[config.mk]
export PLATFORM = sky130hd
export DESIGN_NAME = epl_correlator
export DESIGN_NICKNAME = d
export VERILOG_FILES = /design/src/rtl/epl_correlator.sv
export SDC_FILE = /design/constraint.sdc
export NUM_CORES = 1
export LEC_CHECK = 0
export CAP_MARGIN = 20
export CORE_MARGIN = 4
export CORE_UTILIZATION = 30
export CTS_CLUSTER_SIZE = 12
export DETAILED_ROUTE_END_ITERATION = 12
export MAX_ROUTING_LAYER = met4
export PLACE_DENSITY = 0.58
export SLEW_MARGIN = 10
export SYNTH_ARGS = -nofsm -noshare
export SYNTH_HDL_FRONTEND = slang
export SYNTH_SLANG_ARGS = --single-unit
[constraint.sdc]
create_clock -name clk -period 2.4 [get_ports clk]
set_input_delay 0.72 -clock clk [delete_from_list [all_inputs] [get_ports clk]]
set_output_delay 0.72 -clock clk [all_outputs]
set_load 0.01 [all_outputs]
[src/rtl/epl_correlator.sv]
// epl_correlator: early/prompt/late code-wipe correlator.
// The block takes I/Q baseband samples and wipes the E/P/L chips off them.
// It integrates six correlations over one code epoch.
// On each dump_enable pulse it latches the integrals into a result bank.
// The CPU reads that bank through a valid/ready handshake.
// Optional feature macro: ACC_SAT_EN. When defined, accumulators clamp
// instead of wrapping, and a per-period saturation flag is reported on sat.
// Accumulator index order throughout: 0=IE 1=QE 2=IP 3=QP 4=IL 5=QL.
// ACC_W must be larger than IN_W, so negating the most negative sample
// cannot overflow once it has been sign-extended.

module epl_correlator #(
    parameter int IN_W  = 3,
    parameter int ACC_W = 16,
    parameter int CNT_W = 16
) (
    input  logic             clk,
    input  logic             rstn,
    input  logic             in_valid,
    input  logic [IN_W-1:0]  i_in,
    input  logic [IN_W-1:0]  q_in,
    input  logic             early,
    input  logic             prompt,
    input  logic             late,
    input  logic             dump_enable,
    input  logic             rd_ready,
    output logic             rd_valid,
    output logic [ACC_W-1:0] ie,
    output logic [ACC_W-1:0] qe,
    output logic [ACC_W-1:0] ip,
    output logic [ACC_W-1:0] qp,
    output logic [ACC_W-1:0] il,
    output logic [ACC_W-1:0] ql,
    output logic [CNT_W-1:0] n_samples,
    output logic             overrun,
    output logic             sat
);

    localparam int NCORR = 6;
    localparam logic [CNT_W-1:0] CNT_MAX = {CNT_W{1'b1}};

    logic [ACC_W-1:0] ext_i;
    logic [ACC_W-1:0] ext_q;
    logic [ACC_W-1:0] neg_i;
    logic [ACC_W-1:0] neg_q;
    logic [ACC_W-1:0] term     [NCORR];
    logic [ACC_W-1:0] acc_sum  [NCORR];
    logic [CNT_W-1:0] cnt_sum;
    logic             xfer;
    logic             overwrite;

    logic [ACC_W-1:0] acc_q    [NCORR];
    logic [ACC_W-1:0] acc_d    [NCORR];
    logic [ACC_W-1:0] bank_q   [NCORR];
    logic [ACC_W-1:0] bank_d   [NCORR];
    logic [CNT_W-1:0] cnt_q;
    logic [CNT_W-1:0] cnt_d;
    logic [CNT_W-1:0] n_samples_q;
    logic [CNT_W-1:0] n_samples_d;
    logic             rd_valid_q;
    logic             rd_valid_d;
    logic             overrun_q;
    logic             overrun_d;

`ifdef ACC_SAT_EN
    logic             clamp_any;
    logic [ACC_W:0]   sat_tmp;
    logic             period_sat_q;
    logic             period_sat_d;
    logic             sat_q;
    logic             sat_d;

    // Signed add that clamps to the ACC_W range; the MSB of the result flags a clamp.
    function automatic logic [ACC_W:0] sat_add(input logic [ACC_W-1:0] a,
                                               input logic [ACC_W-1:0] b);
        logic [ACC_W:0]   wide;
        logic [ACC_W-1:0] res;
        logic             clamped;
        wide = {a[ACC_W-1], a} + {b[ACC_W-1], b};
        if (wide[ACC_W] != wide[ACC_W-1]) begin
            clamped = 1'b1;
            if (wide[ACC_W]) begin
                res = {1'b1, {(ACC_W-1){1'b0}}};
            end else begin
                res = {1'b0, {(ACC_W-1){1'b1}}};
            end
        end else begin
            clamped = 1'b0;
            res     = wide[ACC_W-1:0];
        end
        return {clamped, res};
    endfunction
`endif

    // Sign-extend the samples and apply the chip mapping (chip 1 negates the sample).
    always_comb begin
        ext_i   = {{(ACC_W-IN_W){i_in[IN_W-1]}}, i_in};
        ext_q   = {{(ACC_W-IN_W){q_in[IN_W-1]}}, q_in};
        neg_i   = {ACC_W{1'b0}} - ext_i;
        neg_q   = {ACC_W{1'b0}} - ext_q;
        term[0] = early  ? neg_i : ext_i;
        term[1] = early  ? neg_q : ext_q;
        term[2] = prompt ? neg_i : ext_i;
        term[3] = prompt ? neg_q : ext_q;
        term[4] = late   ? neg_i : ext_i;
        term[5] = late   ? neg_q : ext_q;
    end

    // Accumulator-plus-this-cycle value, which is used both to continue a period and to dump it.
    always_comb begin
`ifdef ACC_SAT_EN
        clamp_any = 1'b0;
        sat_tmp   = {(ACC_W+1){1'b0}};
`endif
        for (int k = 0; k < NCORR; k++) begin
            if (in_valid) begin
`ifdef ACC_SAT_EN
                sat_tmp    = sat_add(acc_q[k], term[k]);
                acc_sum[k] = sat_tmp[ACC_W-1:0];
                clamp_any  = clamp_any | sat_tmp[ACC_W];
`else
                acc_sum[k] = acc_q[k] + term[k];
`endif
            end else begin
                acc_sum[k] = acc_q[k];
            end
        end
        if (in_valid && (cnt_q != CNT_MAX)) begin
            cnt_sum = cnt_q + {{(CNT_W-1){1'b0}}, 1'b1};
        end else begin
            cnt_sum = cnt_q;
        end
    end

    // Next-state logic for the period accumulators, the result bank and the handshake.
    always_comb begin
        xfer        = rd_valid_q & rd_ready;
        overwrite   = dump_enable & rd_valid_q & ~rd_ready;
        bank_d      = bank_q;
        n_samples_d = n_samples_q;
        rd_valid_d  = rd_valid_q;
        overrun_d   = overrun_q;
        acc_d       = acc_sum;
        cnt_d       = cnt_sum;
        if (dump_enable) begin
            bank_d      = acc_sum;
            n_samples_d = cnt_sum;
            rd_valid_d  = 1'b1;
            for (int k = 0; k < NCORR; k++) begin
                acc_d[k] = {ACC_W{1'b0}};
            end
            cnt_d = {CNT_W{1'b0}};
        end else if (xfer) begin
            rd_valid_d = 1'b0;
        end else begin
            rd_valid_d = rd_valid_q;
        end
        // Overwrite and transfer are mutually exclusive, so only one of the two can fire.
        if (overwrite) begin
            overrun_d = 1'b1;
        end else if (xfer) begin
            overrun_d = 1'b0;
        end else begin
            overrun_d = overrun_q;
        end
    end

`ifdef ACC_SAT_EN
    // The per-period clamp flag is moved into sat at the dump, and the next period starts clean.
    always_comb begin
        if (dump_enable) begin
            period_sat_d = 1'b0;
            sat_d        = period_sat_q | clamp_any;
        end else begin
            period_sat_d = period_sat_q | clamp_any;
            sat_d        = sat_q;
        end
    end

    // Saturation flag registers.
    always_ff @(posedge clk or negedge rstn) begin
        if (!rstn) begin
            period_sat_q <= 1'b0;
            sat_q        <= 1'b0;
        end else begin
            period_sat_q <= period_sat_d;
            sat_q        <= sat_d;
        end
    end

    assign sat = sat_q;
`else
    assign sat = 1'b0;
`endif

    // Registers for the accumulators, the result bank and the handshake state.
    always_ff @(posedge clk or negedge rstn) begin
        if (!rstn) begin
            for (int k = 0; k < NCORR; k++) begin
                acc_q[k]  <= {ACC_W{1'b0}};
                bank_q[k] <= {ACC_W{1'b0}};
            end
            cnt_q       <= {CNT_W{1'b0}};
            n_samples_q <= {CNT_W{1'b0}};
            rd_valid_q  <= 1'b0;
            overrun_q   <= 1'b0;
        end else begin
            acc_q       <= acc_d;
            bank_q      <= bank_d;
            cnt_q       <= cnt_d;
            n_samples_q <= n_samples_d;
            rd_valid_q  <= rd_valid_d;
            overrun_q   <= overrun_d;
        end
    end

    assign ie        = bank_q[0];
    assign qe        = bank_q[1];
    assign ip        = bank_q[2];
    assign qp        = bank_q[3];
    assign il        = bank_q[4];
    assign ql        = bank_q[5];
    assign n_samples = n_samples_q;
    assign rd_valid  = rd_valid_q;
    assign overrun   = overrun_q;

endmodule

==> results.yml, run 1 <==
outcome:
  outcome: "complete, but fails checks"
  violations: "setup timing"
setup_path:
  crit_path_start_kind: "primary input"
  crit_arrival_ns: 3.33
  required_ns: 2.84
  crit_fanout: 6
  cpLargestDelayFamily: "compound AO/OA/AOI/OAI gates"
  crit_slowest_cell: "a2111oi_4"
  path_common_cell: "o21ai_2"
  path_cells: "buf_8 > buf_6 > o21ai_2 > mux2_4 > clkinvlp_4 > buf_12 > ha_4 > a2111oi_4 > o21ai_2 > a31oi_2 > nor2_2 > a31o_2 > xor2_2 > a221o_1"
  max_stage_delay_ns: 0.37
  path_buf_inv: 4
  cp.depth: 14
  reg2regPathDepth: 10
  worst-setup-path-type: "primary input to register"
  end_kind: "register"
timing:
  max_freq_mhz: 346.7
  grt_setup_unrepaired: "true"
  clock_skew_ns: 0.02066
  worst-slew-pin-transition_ns: 0.9433
  tns_ns: -21.80
  fin_ws_ns: -0.4845
  min_period_over_period_pct: 120.2
  slew_headroom_pct: 36.88
  drv_slew: 0
  min_period_ns: 2.885
  hold_viol: 0
  final-setup-viol-count: 108
yosys:
  syn_area_sq_um: 13580
  async_flop_share_pct: 100.0
  syn_inst: 1462
  synth_seq_cells: 226
  yosys_warnings: 0
  synth_fp_nets: 1599
  ys_types: 64
  seq_area_frac_synth_pct: 41.65
  synthTopCellsByArea: "dfrtp_1, ha_1, nor2_1"
  synth_flop_cell: "dfrtp_1"
  yosys.area.top_type_share_pct: 41.65
  synth.avg_cell_area_sq_um: 9.288
  synth-edff-count: 0
  netlist.top_cell.by_area: "dfrtp_1"
drt:
  postRouteWirelength_microns: 42820
  routedWlPerCell_microns: 17.03
  vias_per_cell: 4.951
  antenna_left: 0
  drc: 0
  drt-pass1-iter-count: 4
  drtIter0Drc: 493
  vias: 12447
cts:
  path_clk_slew_ns: 0.06
  clock-root-buffer: "clkbuf_16"
  cts_tree: "built"
  clk_latency_ns: 0.56
  ctsLongestPathBuffers: 3
  clkSinkCount: 226
  postCtsHoldBufs: 0
  cts_max_level: 1
  numCtsBuffers: 29
power:
  p_sw_share_pct: 33.84
  p_sw_uw: 5579
  leakagePower_uw: 0.009826
  comb_power_share_pct: 42.7
  power_frac_seq_pct: 30.5
  p_clk_share_pct: 26.8
  powerDensity_nw_per_um2: 753.8
  peakVddDrop_v: 0.0004761
  p_total_uw: 16490
  internal-power_uw: 10910
placement:
  dp_hpwl_microns: 28780
  routabilityCongestion: 0.8793
  placed_area_sq_um: 18320
  port_buffers: 127
  dpl.cell_count: 2378
grt:
  antenna_found_initial: 0
  grt_pass1_wl_microns: 68100
  grt_pass1_vias: 13034
  grt_max_degree: 93
  grt_usage_pct: 17.58
  grt.overflow.total: 0
floorplan:
  die_width_microns: 220.8
  core_area_sq_um: 44510
  dieArea_sq_um: 48730
  die_h_microns: 220.8
  pin_count: 129
  core.rowCount: 77
  start_util_pct: 30.51
final_layout:
  final_cell_count_no_fill: 2514
  drive_above_1_share_pct: 38.09
  antenna_cells: 0
  fin_nets: 2039
  multiInputGateArea_sq_um: 9953
  area_growth_pct: 61.07
  fillers: 4000
  seqCellArea_sq_um: 5655
  design_area_sq_um: 21870
run:
  cap_viol_max_count: 0
worst_hold_path:
  hold_class: "primary input to asynchronous set/reset pin"
## synth_stat cells (all sizes together), types with 12 or more instances
| cell | instances |
|---|---|
| and3 | 15 |
| a211oi | 13 |
| a21oi | 170 |
| buf | 12 |
| o21ai | 47 |
| a21o | 41 |
| dfrtp | 226 |
| inv | 38 |
| mux2 | 20 |
| xnor2 | 46 |
| nor2 | 240 |
| o21a | 17 |
| clkbuf | 55 |
| ha | 117 |
| nand2 | 92 |
| nand3 | 29 |
| mux2i | 48 |
| nor3 | 13 |
| a31oi | 17 |
| xor2 | 42 |
| and2 | 16 |
## cell type report
class / instances / area share [%]
tap: 592 / 3.387
clock buffer: 39 / 3.718
multi-input combinational: 1131 / 45.51
timing repair buffer: 476 / 20.12
inverter: 38 / 0.7208
sequential: 226 / 25.86
clock inverter: 12 / 0.6865
## timing repair
action                     CTS  global route
pin swaps                  148           143
resized for setup          272           132
setup buffers               60            48
hold endpoints to repair     0             0
setup endpoints to repair  166           130
cloned                       4             0
## cells in the final DEF, fill, tap and decap left out, types with 12 or more instances in the layout
| cell | synthesis | final |
|---|---|---|
| clkbuf_16 | 0 | 29 |
| xor2_1 | 42 | 39 |
| nand2_1 | 92 | 73 |
| o21ai_1 | 3 | 22 |
| xnor2_1 | 46 | 36 |
| buf_6 | 0 | 59 |
| and2_1 | 16 | 16 |
| a21oi_4 | 0 | 20 |
| nand2_2 | 0 | 12 |
| ha_4 | 0 | 68 |
| buf_4 | 1 | 274 |
| o21a_1 | 17 | 17 |
| inv_1 | 38 | 25 |
| mux2i_1 | 48 | 42 |
| nand3_1 | 29 | 25 |
| a21oi_2 | 0 | 42 |
| ha_1 | 117 | 44 |
| dfrtp_1 | 226 | 226 |
| buf_12 | 0 | 18 |
| a21oi_1 | 170 | 108 |
| nor2_1 | 240 | 232 |
| a21o_1 | 40 | 40 |
| clkdlybuf4s50_1 | 0 | 115 |
| mux2_4 | 0 | 12 |
## power by group through the flow
stage                     registers, uW  clock network, uW  logic [uW]
after floorplan                    5060                  0        3090
after global placement             5040                  0        5660
after detailed placement           5040                  0        5760
after CTS                          5020               4570        6550
after global routing               5120               4720        7690
final                              5030               4420        7040
## flip-flops by register name, indices dropped and copies added, names as in the netlist, 16 cells and up
name       cells
acc_q         96
cnt_q         16
ie            16
il            16
ip            16
n_samples     16
qe            16
ql            16
qp            16
## worst register-to-register path, delay by kind of cell (launching register included)
family | cells | cell delay [ns]
compound gates | 5 | 0.96
fa+ha+maj | 2 | 0.59
simple gates | 2 | 0.38
flops | 1 | 0.35
buf+inv | 1 | 0.09
## path summary, 6_finish.rpt
check,startpoint,end,slack (ns)
max in group asynchronous,rstn,ie[1],1.68
min,rstn,n_samples[10],0.05
max,q_in[1],qp[13],-0.48
min in group clk,dump_enable,acc_q[0],0.49
max reg2reg,acc_q[80],acc_q[94],-0.08
min reg2reg,rd_valid,overrun,0.50
## per-stage QoR
step	hold slack [ns]	setup slack, ns	utilization (%)
6_report	0.05243	-0.4845	49.14
3_5_place_dp	0.4934	-1.517	41.16
4_1_cts	0.03778	-0.4979	47.15
2_1_floorplan	0.4244	-0.8379	-
3_3_place_gp	0.4786	-1.476	41.16
5_1_grt	0.05827	-0.5599	49.14
## logic make-up (layout without fill, tap and decap cells)
kind of cell    Yosys count  count (layout)  synth area share, %
simple gates            468             468                15.23
compound gates          383             383                17.58
other cells               1               1              0.02762
flops                   226             226                41.65
mux                      68              68                5.197
fa+ha+maj               123             123                11.66
buf+inv                 105             565                2.976
xor+xnor                 88              88                5.676
## layer usage
metal  vias up  routed length [microns]  global-route usage, %
met5         -                        0                      -
met4         0                     1251                  5.118
met3        60                     1199                  1.964
met2       160                    21350                  30.14
met1      6172                    19020                  22.03
li1       6055                        -                      -
Note: power is estimated with default switching activity, not from simulation.
==> run 2: changes to the inputs <==
==> constraint.sdc (replaced) <==
create_clock -name clk -period 2.4 [get_ports clk]
set_input_delay 0.36 -clock clk [delete_from_list [all_inputs] [get_ports clk]]
set_output_delay 0.36 -clock clk [all_outputs]
set_load 0.01 [all_outputs]
==> results.yml, run 2 (synthesis results as in run 1) <==
floorplan:
  start_util_pct: 30.51
  core_area_sq_um: 44510
  dieArea_sq_um: 48730
  die_width_microns: 220.8
  pin_count: 129
  die_h_microns: 220.8
  core.rowCount: 77
drt:
  drt-pass1-iter-count: 4
  vias: 12076
  drc: 0
  vias_per_cell: 4.903
  antenna_left: 0
  drtIter0Drc: 454
  routedWlPerCell_microns: 16.42
  postRouteWirelength_microns: 40450
grt:
  grt_max_degree: 139
  grt_pass1_vias: 12489
  grt.overflow.total: 0
  grt_pass1_wl_microns: 65540
  antenna_found_initial: 0
  grt_usage_pct: 16.95
setup_path:
  end_kind: "register"
  worst-setup-path-type: "register to register"
  crit_arrival_ns: 2.96
  required_ns: 2.83
  crit_path_start_kind: "register"
  crit_fanout: 3
cts:
  clkSinkCount: 226
  numCtsBuffers: 28
  path_clk_slew_ns: 0.06
  cts_tree: "built"
  ctsLongestPathBuffers: 3
  clock-root-buffer: "clkbuf_16"
  clk_latency_ns: 0.56
  cts_max_level: 1
timing:
  drv_slew: 0
  worst-slew-pin-transition_ns: 0.8297
  tns_ns: -0.1878
  min_period_ns: 2.534
  max_freq_mhz: 394.6
  final-setup-viol-count: 4
  clock_skew_ns: 0.02165
  slew_headroom_pct: 44.48
  grt_setup_unrepaired: "true"
  fin_ws_ns: -0.1341
  hold_viol: 0
  min_period_over_period_pct: 105.6
final_layout:
  regMostFlops: "acc_q"
  drive_above_1_share_pct: 29.82
  design_area_sq_um: 20190
  area_growth_pct: 48.67
  final_core_util_pct: 45.36
  final_cell_mix: "buf_4, nor2_1, dfrtp_1"
  fin_nets: 1987
  antenna_cells: 0
  largest_reg_flops: 96
  final_common_cell: "buf_4"
placement:
  routabilityCongestion: 0.8585
  placed_area_sq_um: 18200
  port_buffers: 127
  dp_hpwl_microns: 28600
  place_ws_ns: -1.161
outcome:
  outcome: "complete, but fails checks"
  violations: "setup timing"
power:
  peakVddDrop_v: 0.0004786
  leakagePower_uw: 0.009327
  powerDensity_nw_per_um2: 784.2
  p_total_uw: 15830
worst_hold_path:
  hold_class: "primary input to register"
run:
  cap_viol_max_count: 0
run 2: changes by cell type in the layout (fill, tap and decap cells not counted), moves of 10 or more:
cell,previous run,this run
buf_6,59,17
a21oi_4,20,6
o21ai_1,22,12
nand2_1,73,86
a21oi_2,42,26
ha_4,68,38
o21ai_0,5,21
a21oi_1,108,138
ha_1,44,71
run 2: critical path, cell delays in order (launching register included):
cell and delay, ns:
dfrtp_1 0.40, ha_2 0.22, inv_2 0.06, fa_2 0.19, nand3b_1 0.15, a21oi_2 0.08
o31a_1 0.33, or3_4 0.43, a21oi_4 0.17, a221oi_4 0.09, mux2_4 0.28
run 2: timing repair:
action / CTS / global route
cloned: 3 / 0
hold endpoints to repair: 67 / 0
setup buffers: 28 / 13
gates resized for setup: 100 / 72
hold buffers: 1 / 0
endpoints found under the setup margin: 131 / 68
pin swaps: 46 / 55
run 2: final timing paths:
kind                                   from            end  slack, ns  cells past startpoint
worst max-delay path              acc_q[64]         qe[10]      -0.13                     10
worst min-delay path            dump_enable      acc_q[12]       0.12                      2
worst max register to register    acc_q[64]         qe[10]      -0.13                     10
worst min register to register     rd_valid        overrun       0.50                      1
max in group asynchronous              rstn          qp[5]       1.48                      3
min in group asynchronous              rstn  n_samples[13]       0.26                      2
run 2: where the power goes:
group	switching, uW	internal [uW]
clock	1710	2980
combinational	2920	3260
sequential	516	4450
total	5150	10700
run 2: layer usage:
metal / vias to the layer above / GRT usage (%) / wire length (microns) / share of wire (%)
met3: 59 / 2.417 / 1388 / 3.4
li1: 5962 / - / - / -
met1: 5887 / 21.09 / 18310 / 45
met2: 168 / 28.98 / 19880 / 49
met5: - / - / 0 / 0
met4: 0 / 4.681 / 876 / 2.2
run 2: final cells by class:
class                   count  area [sq um]
repair buffers            424          3764
clock inverters             7         160.2
fillers                  4193         24320
inverters                  38         151.4
well taps                 592         740.7
multi-input cells        1132          8855
flip-flops and latches    226          5655
clock buffers              44         862.1
run 2: stage by stage:
| step | hold slack (ns) | std cells |
|---|---|---|
| after floorplan | 0.06441 | 1462 |
| after global placement | 0.2388 | 2368 |
| after detailed placement | 0.2413 | 2368 |
| after CTS | 0.08795 | 2451 |
| after global routing | 0.1120 | 2463 |
| final | 0.1197 | 2463 |
